<file path="src/rtl/dct_pkg.sv">
// Shared constants and types for the DCT back-end stages:
// default widths, the zigzag-to-natural index map and the read-side state enum.
package dct_pkg;

    localparam int IN_WIDTH_DEF    = 16;
    localparam int OUT_WIDTH_DEF   = 12;
    localparam int RECIP_WIDTH_DEF = 17;

    typedef enum logic {
        IDLE = 1'b0,
        RUN  = 1'b1
    } bank_state_e;

    // ZZ[k] is the natural (row-major) address of zigzag position k.
    localparam logic [5:0] ZZ [64] = '{
        6'd0,  6'd1,  6'd8,  6'd16, 6'd9,  6'd2,  6'd3,  6'd10,
        6'd17, 6'd24, 6'd32, 6'd25, 6'd18, 6'd11, 6'd4,  6'd5,
        6'd12, 6'd19, 6'd26, 6'd33, 6'd40, 6'd48, 6'd41, 6'd34,
        6'd27, 6'd20, 6'd13, 6'd6,  6'd7,  6'd14, 6'd21, 6'd28,
        6'd35, 6'd42, 6'd49, 6'd56, 6'd57, 6'd50, 6'd43, 6'd36,
        6'd29, 6'd22, 6'd15, 6'd23, 6'd30, 6'd37, 6'd44, 6'd51,
        6'd58, 6'd59, 6'd52, 6'd45, 6'd38, 6'd31, 6'd39, 6'd46,
        6'd53, 6'd60, 6'd61, 6'd54, 6'd47, 6'd55, 6'd62, 6'd63
    };

    function automatic logic [5:0] zz_addr(input logic [5:0] k);
        return ZZ[k];
    endfunction

endpackage

</file>
<file path="src/rtl/zq_pingpong_ram.sv">
// Two 64-entry coefficient banks. One bank is written while the other is
// read; bank_sel names the write bank and flips on every swap.
module zq_pingpong_ram #(
    parameter int WIDTH = 16
) (
    input  logic             clk,
    input  logic             rst_n,
    input  logic             swap,
    input  logic             wr_en,
    input  logic [5:0]       wr_addr,
    input  logic [WIDTH-1:0] wr_data,
    input  logic             rd_en,
    input  logic [5:0]       rd_addr,
    output logic [WIDTH-1:0] rd_data
);

    logic [WIDTH-1:0] mem [2][64];
    logic             bank_sel;

    // Bank select: toggles on swap so the freshly filled bank becomes the read bank.
    always_ff @(posedge clk or negedge rst_n) begin
        if (!rst_n) begin
            bank_sel <= 1'b0;
        end else if (swap) begin
            bank_sel <= ~bank_sel;
        end
    end

    // Write port into the current write bank.
    always_ff @(posedge clk) begin
        if (wr_en) begin
            mem[bank_sel][wr_addr] <= wr_data;
        end
    end

    // Synchronous read port from the current read bank; holds while rd_en is low.
    always_ff @(posedge clk) begin
        if (rd_en) begin
            rd_data <= mem[~bank_sel][rd_addr];
        end
    end

endmodule

</file>
<file path="src/rtl/zigzag_quant.sv">
// Zigzag reorder and quantizer between the 2-D DCT and the entropy coder.
// Coefficients arrive in natural order with no backpressure, are buffered in a
// ping-pong RAM and leave in zigzag order over a valid/ready stream.
// Build option ZIGZAG_QUANT_EN: when defined, each output is multiplied by a
// runtime-loadable reciprocal and rounded; otherwise the value is only saturated.
module zigzag_quant
    import dct_pkg::*;
#(
    parameter int IN_WIDTH    = IN_WIDTH_DEF,
    parameter int OUT_WIDTH   = OUT_WIDTH_DEF,
    parameter int RECIP_WIDTH = RECIP_WIDTH_DEF
) (
    input  logic                   clk,
    input  logic                   rst_n,
    input  logic                   in_valid,
    input  logic [IN_WIDTH-1:0]    in_data,
    input  logic                   qt_wr_en,
    input  logic [5:0]             qt_addr,
    input  logic [RECIP_WIDTH-1:0] qt_data,
    output logic                   out_valid,
    input  logic                   out_ready,
    output logic [OUT_WIDTH-1:0]   out_data,
    output logic [5:0]             out_index,
    output logic                   out_last,
    output logic                   overflow
);

    // Output stream: a word moves when out_valid && out_ready. While out_valid is
    // high and out_ready low, out_data/out_index/out_last hold. The whole read
    // pipeline advances only when the output register is empty or being taken.

    localparam logic [OUT_WIDTH-1:0] Q_MAX = {1'b0, {(OUT_WIDTH-1){1'b1}}};
    localparam logic [OUT_WIDTH-1:0] Q_MIN = {1'b1, {(OUT_WIDTH-1){1'b0}}};

    logic [5:0]                 wr_cnt;
    logic                       pending;
    logic                       wr_en;
    logic                       block_done;
    logic                       full_now;
    bank_state_e                state, state_nxt;
    logic [5:0]                 rd_k, rd_k_nxt;
    logic                       advance;
    logic                       issue;
    logic                       read_free;
    logic                       swap;
    logic signed [IN_WIDTH-1:0] rd_data;
    logic                       s1_valid;
    logic [5:0]                 s1_k;
    logic [OUT_WIDTH-1:0]       q_val;

    assign advance    = !out_valid || out_ready;
    assign wr_en      = in_valid && !pending;
    assign block_done = wr_en && (wr_cnt == 6'd63);
    assign full_now   = pending || block_done;

    zq_pingpong_ram #(.WIDTH(IN_WIDTH)) u_ram (
        .clk     (clk),
        .rst_n   (rst_n),
        .swap    (swap),
        .wr_en   (wr_en),
        .wr_addr (wr_cnt),
        .wr_data (in_data),
        .rd_en   (issue),
        .rd_addr (zz_addr(rd_k)),
        .rd_data (rd_data)
    );

    // Write side: count accepted words; a full bank that cannot swap yet stays
    // pending and every word offered meanwhile is dropped and flagged.
    always_ff @(posedge clk or negedge rst_n) begin
        if (!rst_n) begin
            wr_cnt   <= 6'd0;
            pending  <= 1'b0;
            overflow <= 1'b0;
        end else begin
            if (wr_en) begin
                wr_cnt <= wr_cnt + 6'd1;
            end
            if (in_valid && pending) begin
                overflow <= 1'b1;
            end
            pending <= full_now && !swap;
        end
    end

    // Read-side state register.
    always_ff @(posedge clk or negedge rst_n) begin
        if (!rst_n) begin
            state <= IDLE;
            rd_k  <= 6'd0;
        end else begin
            state <= state_nxt;
            rd_k  <= rd_k_nxt;
        end
    end

    // Read-side next state: issue one zigzag read per advance; the side is free
    // again once k=63 has been issued, so a waiting bank swaps in with no bubble.
    always_comb begin
        state_nxt = state;
        rd_k_nxt  = rd_k;
        issue     = 1'b0;
        read_free = (state == IDLE);
        swap      = 1'b0;
        if (state == RUN && advance) begin
            issue    = 1'b1;
            rd_k_nxt = rd_k + 6'd1;
            if (rd_k == 6'd63) begin
                read_free = 1'b1;
                state_nxt = IDLE;
            end
        end
        if (full_now && read_free) begin
            swap      = 1'b1;
            state_nxt = RUN;
            rd_k_nxt  = 6'd0;
        end
    end

    // Stage 1 bookkeeping travelling alongside the RAM read data.
    always_ff @(posedge clk or negedge rst_n) begin
        if (!rst_n) begin
            s1_valid <= 1'b0;
            s1_k     <= 6'd0;
        end else if (advance) begin
            s1_valid <= issue;
            if (issue) begin
                s1_k <= rd_k;
            end
        end
    end

`ifdef ZIGZAG_QUANT_EN
    localparam int               PW      = IN_WIDTH + RECIP_WIDTH + 1;
    localparam logic [PW-1:0]    HALF    = PW'(1) << 15;
    localparam logic [PW-1:0]    POS_LIM = PW'((1 << (OUT_WIDTH-1)) - 1);
    localparam logic [PW-1:0]    NEG_LIM = PW'(1 << (OUT_WIDTH-1));

    logic [RECIP_WIDTH-1:0] qtab [64];
    logic [RECIP_WIDTH-1:0] s1_recip;
    logic signed [PW-1:0]   prod;
    logic [PW-1:0]          mag;
    logic [PW-1:0]          rnd;
    logic [OUT_WIDTH-1:0]   neg_q;

    // Reciprocal table, identity (2^16) after reset.
    always_ff @(posedge clk or negedge rst_n) begin
        if (!rst_n) begin
            for (int i = 0; i < 64; i++) begin
                qtab[i] <= RECIP_WIDTH'(1 << 16);
            end
        end else if (qt_wr_en) begin
            qtab[qt_addr] <= qt_data;
        end
    end

    // Table lookup in the same stage as the RAM read; a same-cycle write is not seen.
    always_ff @(posedge clk or negedge rst_n) begin
        if (!rst_n) begin
            s1_recip <= '0;
        end else if (advance && issue) begin
            s1_recip <= qtab[rd_k];
        end
    end

    // Multiply, round half away from zero, saturate.
    always_comb begin
        prod  = PW'(rd_data) * $signed(PW'({1'b0, s1_recip}));
        mag   = prod[PW-1] ? PW'(-prod) : PW'(prod);
        rnd   = (mag + HALF) >> 16;
        neg_q = OUT_WIDTH'(0) - rnd[OUT_WIDTH-1:0];
        if (prod[PW-1]) begin
            q_val = (rnd > NEG_LIM) ? Q_MIN : neg_q;
        end else begin
            q_val = (rnd > POS_LIM) ? Q_MAX : rnd[OUT_WIDTH-1:0];
        end
    end
`else
    localparam logic signed [IN_WIDTH-1:0] SAT_HI = IN_WIDTH'((1 << (OUT_WIDTH-1)) - 1);
    localparam logic signed [IN_WIDTH-1:0] SAT_LO = ~SAT_HI;

    logic unused_qt;
    assign unused_qt = ^{qt_wr_en, qt_addr, qt_data};

    // Pass-through with saturation only.
    always_comb begin
        if (rd_data > SAT_HI) begin
            q_val = Q_MAX;
        end else if (rd_data < SAT_LO) begin
            q_val = Q_MIN;
        end else begin
            q_val = rd_data[OUT_WIDTH-1:0];
        end
    end
`endif

    // Output register: loads when empty or being accepted, otherwise holds.
    always_ff @(posedge clk or negedge rst_n) begin
        if (!rst_n) begin
            out_valid <= 1'b0;
            out_data  <= '0;
            out_index <= 6'd0;
            out_last  <= 1'b0;
        end else if (advance) begin
            out_valid <= s1_valid;
            if (s1_valid) begin
                out_data  <= q_val;
                out_index <= s1_k;
                out_last  <= (s1_k == 6'd63);
            end
        end
    end

endmodule

</file>
<file path="config.mk">
export PLATFORM = sky130hd
export DESIGN_NAME = zigzag_quant
export DESIGN_NICKNAME = d
export VERILOG_FILES = /design/src/rtl/dct_pkg.sv /design/src/rtl/zq_pingpong_ram.sv /design/src/rtl/zigzag_quant.sv
export SDC_FILE = /design/constraint.sdc
export NUM_CORES = 2
export LEC_CHECK = 0
export CORE_ASPECT_RATIO = 2
export CORE_MARGIN = 5
export CORE_UTILIZATION = 63
export DETAILED_ROUTE_END_ITERATION = 10
export PLACE_DENSITY = 0.8
export SLEW_MARGIN = 20
export SYNTH_ARGS = -nofsm -noshare
export SYNTH_HDL_FRONTEND = slang
export SYNTH_SLANG_ARGS = --single-unit
export TNS_END_PERCENT = 20
</file>
<file path="constraint.sdc">
create_clock -name clk -period 4.55 [get_ports clk]
set_input_delay 0.91 -clock clk [delete_from_list [all_inputs] [get_ports clk]]
set_output_delay 0.91 -clock clk [all_outputs]
set_load 0.005 [all_outputs]
</file>
==> qor.csv <==
stage;metric;value;unit
setup_path;crit path DAT;5090;ps
status;outcome;completed;
synthesis;Mean Syn Cell Area;19.0;um2
timing;min Tclk post-route;4520;ps
final_layout;# fillers;7158;
setup_path;Critical Path Max Stage Delay;680;ps
timing;fin crit share;0.994;
timing;Setup Skew;25.3;ps
synthesis;share of the yosys chip area belonging to registers;0.765;
setup_path;CP delay by family, top;compound AO/OA/AOI/OAI gates;
setup_path;worst path cell trace;inv_1, ha_1, nand2b_1, a311oi_2, a2111o_2, nand2_8, buf_12, buf_4, mux2i_1, a221o_1, a41oi_1, or4_1, a32o_1;
placed_design;PortBufs;40;
floorplanning;num ports;65;
drt;DRC;0;
setup_path;critical path class;reg -> reg;
setup_path;CP Data Required Time;5110;ps
placed_design;post-DP HPWL;148;mm
cts;H-tree depth;4;
floorplanning;chip width;266;um
drt;Initial DRC Count;8642;
setup_path;Worst Path Max Fanout;49;
min_path;HP Class;in -> async;
cts;TritonCTS buffer count;166;
synthesis;Main synth FF type;edfxtp_1;
cts;# resized after CTS;0;
setup_path;Reg2Reg Setup Slack;30;ps
placed_design;setup slack after placement;136;ps
setup_path;startpoint class of the critical path;flip-flop;
floorplanning;Initial Util;0.634;
final_layout;Final #Nets;4776;
cts;latest clock arrival within the worst-skew pair;810;ps
timing;Worst slew margin;0.163;
timing;fmax;221;MHz
cts;clock tree buffer depth;3;
synthesis;post-synth top area share;0.752;
cts;CTS tree;done;
timing;Worst-Margin Slew;1250;ps
timing;Final Setup Violations;0;
timing;setup_tns;0;ps
final_layout;Layout area overhead;12.9;%
synthesis;Mapped Nets;4399;
synthesis;synthesized flop and latch total;2107;
placed_design;gp weighted congestion;0.968;
timing;final hold violations;0;
floorplanning;Cell Rows;187;
global_routing;vias in the first global route;47289;
cts;Sink Count;2107;
timing;unrepaired setup endpoints after global routing;no;
synthesis;Post-synth EDFFs;2064;
synthesis;Yosys warnings;0;
pwr;pwr dens;757;nW/um2
pwr;Max VDD drop;0.000693;V
global_routing;first-pass GRT wire length;343;mm
floorplanning;Die Ht;521;um
drt;Antenna Nets Post-Route;0;
global_routing;GRT Total Usage;0.350;
synthesis;number of distinct library cells after synthesis;83;
timing;Max Slew Vio Count;0;
timing;Final WS setup;26.6;ps
synthesis;Post-Syn Area;82400;um2
floorplanning;core area;130000;um2
global_routing;initial antenna violation count;13;
drt;DR vias;47910;
synthesis;post-synth top area cell;edfxtp_1;
drt;Via density;7.29;
setup_path;crit path max-delay cell type;or4_1;
setup_path;Worst Setup End Kind;flip-flop;
synthesis;Post-synth ARST share;0.0204;
global_routing;total grt overflow;0;
global_routing;largest net degree at the start of global routing;104;
final_layout;layout cells sized above 1;0.238;
cts;# Post-CTS Setup Buffers;0;
cts;CTS Hold Bufs;0;
synthesis;synth top area cells;edfxtp_1 (75%), mux4_2 (11%), nand2_1 (2.1%), mux2i_1 (1.8%), dfrtp_1 (1.3%);
drt;DR WL/cell;37.3;um
floorplanning;Die Area;139000;um2
drt;Routed WL;245;mm
job;total of max-cap violations;0;
pwr;leak pwr;30.8;nW
cts;clock root cell;clkbuf_16;
setup_path;worst path bufs/invs;3;
cts;Worst-path clk slew;70;ps
drt;DR pass1 iterations;6;
synthesis;Gate Count Post-Synth;4339;
-- cells in the mapped netlist (11+ instances only) --
master / instances
edfxtp_1: 2064
nand2_1: 458
mux4_2: 389
nor2_1: 180
mux2i_1: 146
a21oi_1: 115
buf_2: 94
clkbuf_1: 88
nand3_1: 80
o21ai_0: 54
and3_1: 47
a211oi_1: 45
o22ai_1: 45
dfrtp_1: 43
a31oi_1: 36
buf_1: 34
buf_4: 32
a22oi_1: 30
nor3_1: 24
a2111oi_0: 20
nand4_1: 20
a32oi_1: 16
ha_1: 16
a221oi_1: 15
a311oi_1: 14
mux2_2: 13
nor2b_1: 13
nand2b_1: 12
nor4_1: 12
o211ai_1: 11
-- power by group --
group / internal (mW) / switching [mW]
Combinational: 12.0 / 21.4
Clock: 7.78 / 6.91
Sequential: 22.0 / 0.333
Total: 41.8 / 28.7
-- routing by layer --
metal,track usage,part of all wire
met5,0,0.00024
met4,0.265,0.10
met3,0.0792,0.12
met2,0.562,0.49
met1,0.414,0.29
-- stage by stage --
stage | area [um2] | utilization | hold WS, ps | std cells | power, mW
2_1_floorplan | 82400 | - | 451 | 4339 | 38.8
3_3_place_gp | 87400 | 0.673 | 445 | 6246 | 53.5
3_5_place_dp | 87400 | 0.673 | 458 | 6246 | 54.1
4_1_cts | 92900 | 0.715 | 295 | 6556 | 69.0
5_1_grt | 93000 | 0.716 | 144 | 6560 | 71.7
6_report | 93000 | 0.716 | 106 | 6568 | 70.4
-- registers in the layout, summed over array words and instances, names as in the netlist --
register,count
u_ram.mem,2048
overflow,1
pending,1
out_valid,1
state,1
out_index,6
out_last,1
s1_k,6
u_ram.rd_data,16
rd_k,6
out_data,12
s1_valid,1
u_ram.bank_sel,1
wr_cnt,6
-- cells in the final DEF, fill, tap and decap left out, drive strengths merged, types with 47 or more instances in the layout --
cell type / count
a21oi: 117
and3: 47
buf: 439
clkbuf: 211
clkinv: 66
edfxtp: 2064
mux2i: 146
mux4: 389
nand2: 459
nand3: 80
nor2: 182
o21ai: 57
-- layout make-up --
cell class              instances  area, um2  share of cell area
diodes                          9       22.5            0.000242
clock buffers                 211       4410              0.0474
clock inverters                99       1030              0.0111
inverters                      10       37.5            0.000404
multi-input cells            1969      18200               0.196
flip-flops and latches       2107      63100               0.678
well taps                    1701       2130              0.0229
repair buffers                462       4130              0.0444
-- cells by family after synthesis --
| logic type | count (synthesis) | share of synthesized area |
|---|---|---|
| DFF | 2107 | 0.765 |
| and+or+nand+nor | 888 | 0.0472 |
| muxes | 548 | 0.126 |
| AOI/OAI and AO/OA | 509 | 0.0430 |
| buffers and inverters | 263 | 0.0153 |
| adders and majority gates | 16 | 0.00243 |
| xor gates and xnor gates | 8 | 0.000851 |
-- worst paths after layout --
path	from	cells after the start	to
max	rd_k[0]$_DFFE_PN0P_	13	u_ram.rd_data[7]$_DFFE_PP_
min	rst_n	1	overflow$_DFFE_PN0P_
max reg2reg	rd_k[0]$_DFFE_PN0P_	13	u_ram.rd_data[7]$_DFFE_PP_
min reg2reg	overflow$_DFFE_PN0P_	1	overflow$_DFFE_PN0P_
max in group asynchronous	rst_n	1	u_ram.bank_sel$_DFFE_PN0P_
min in group clk	overflow$_DFFE_PN0P_	1	overflow$_DFFE_PN0P_
(Power assumes the default switching activity.)
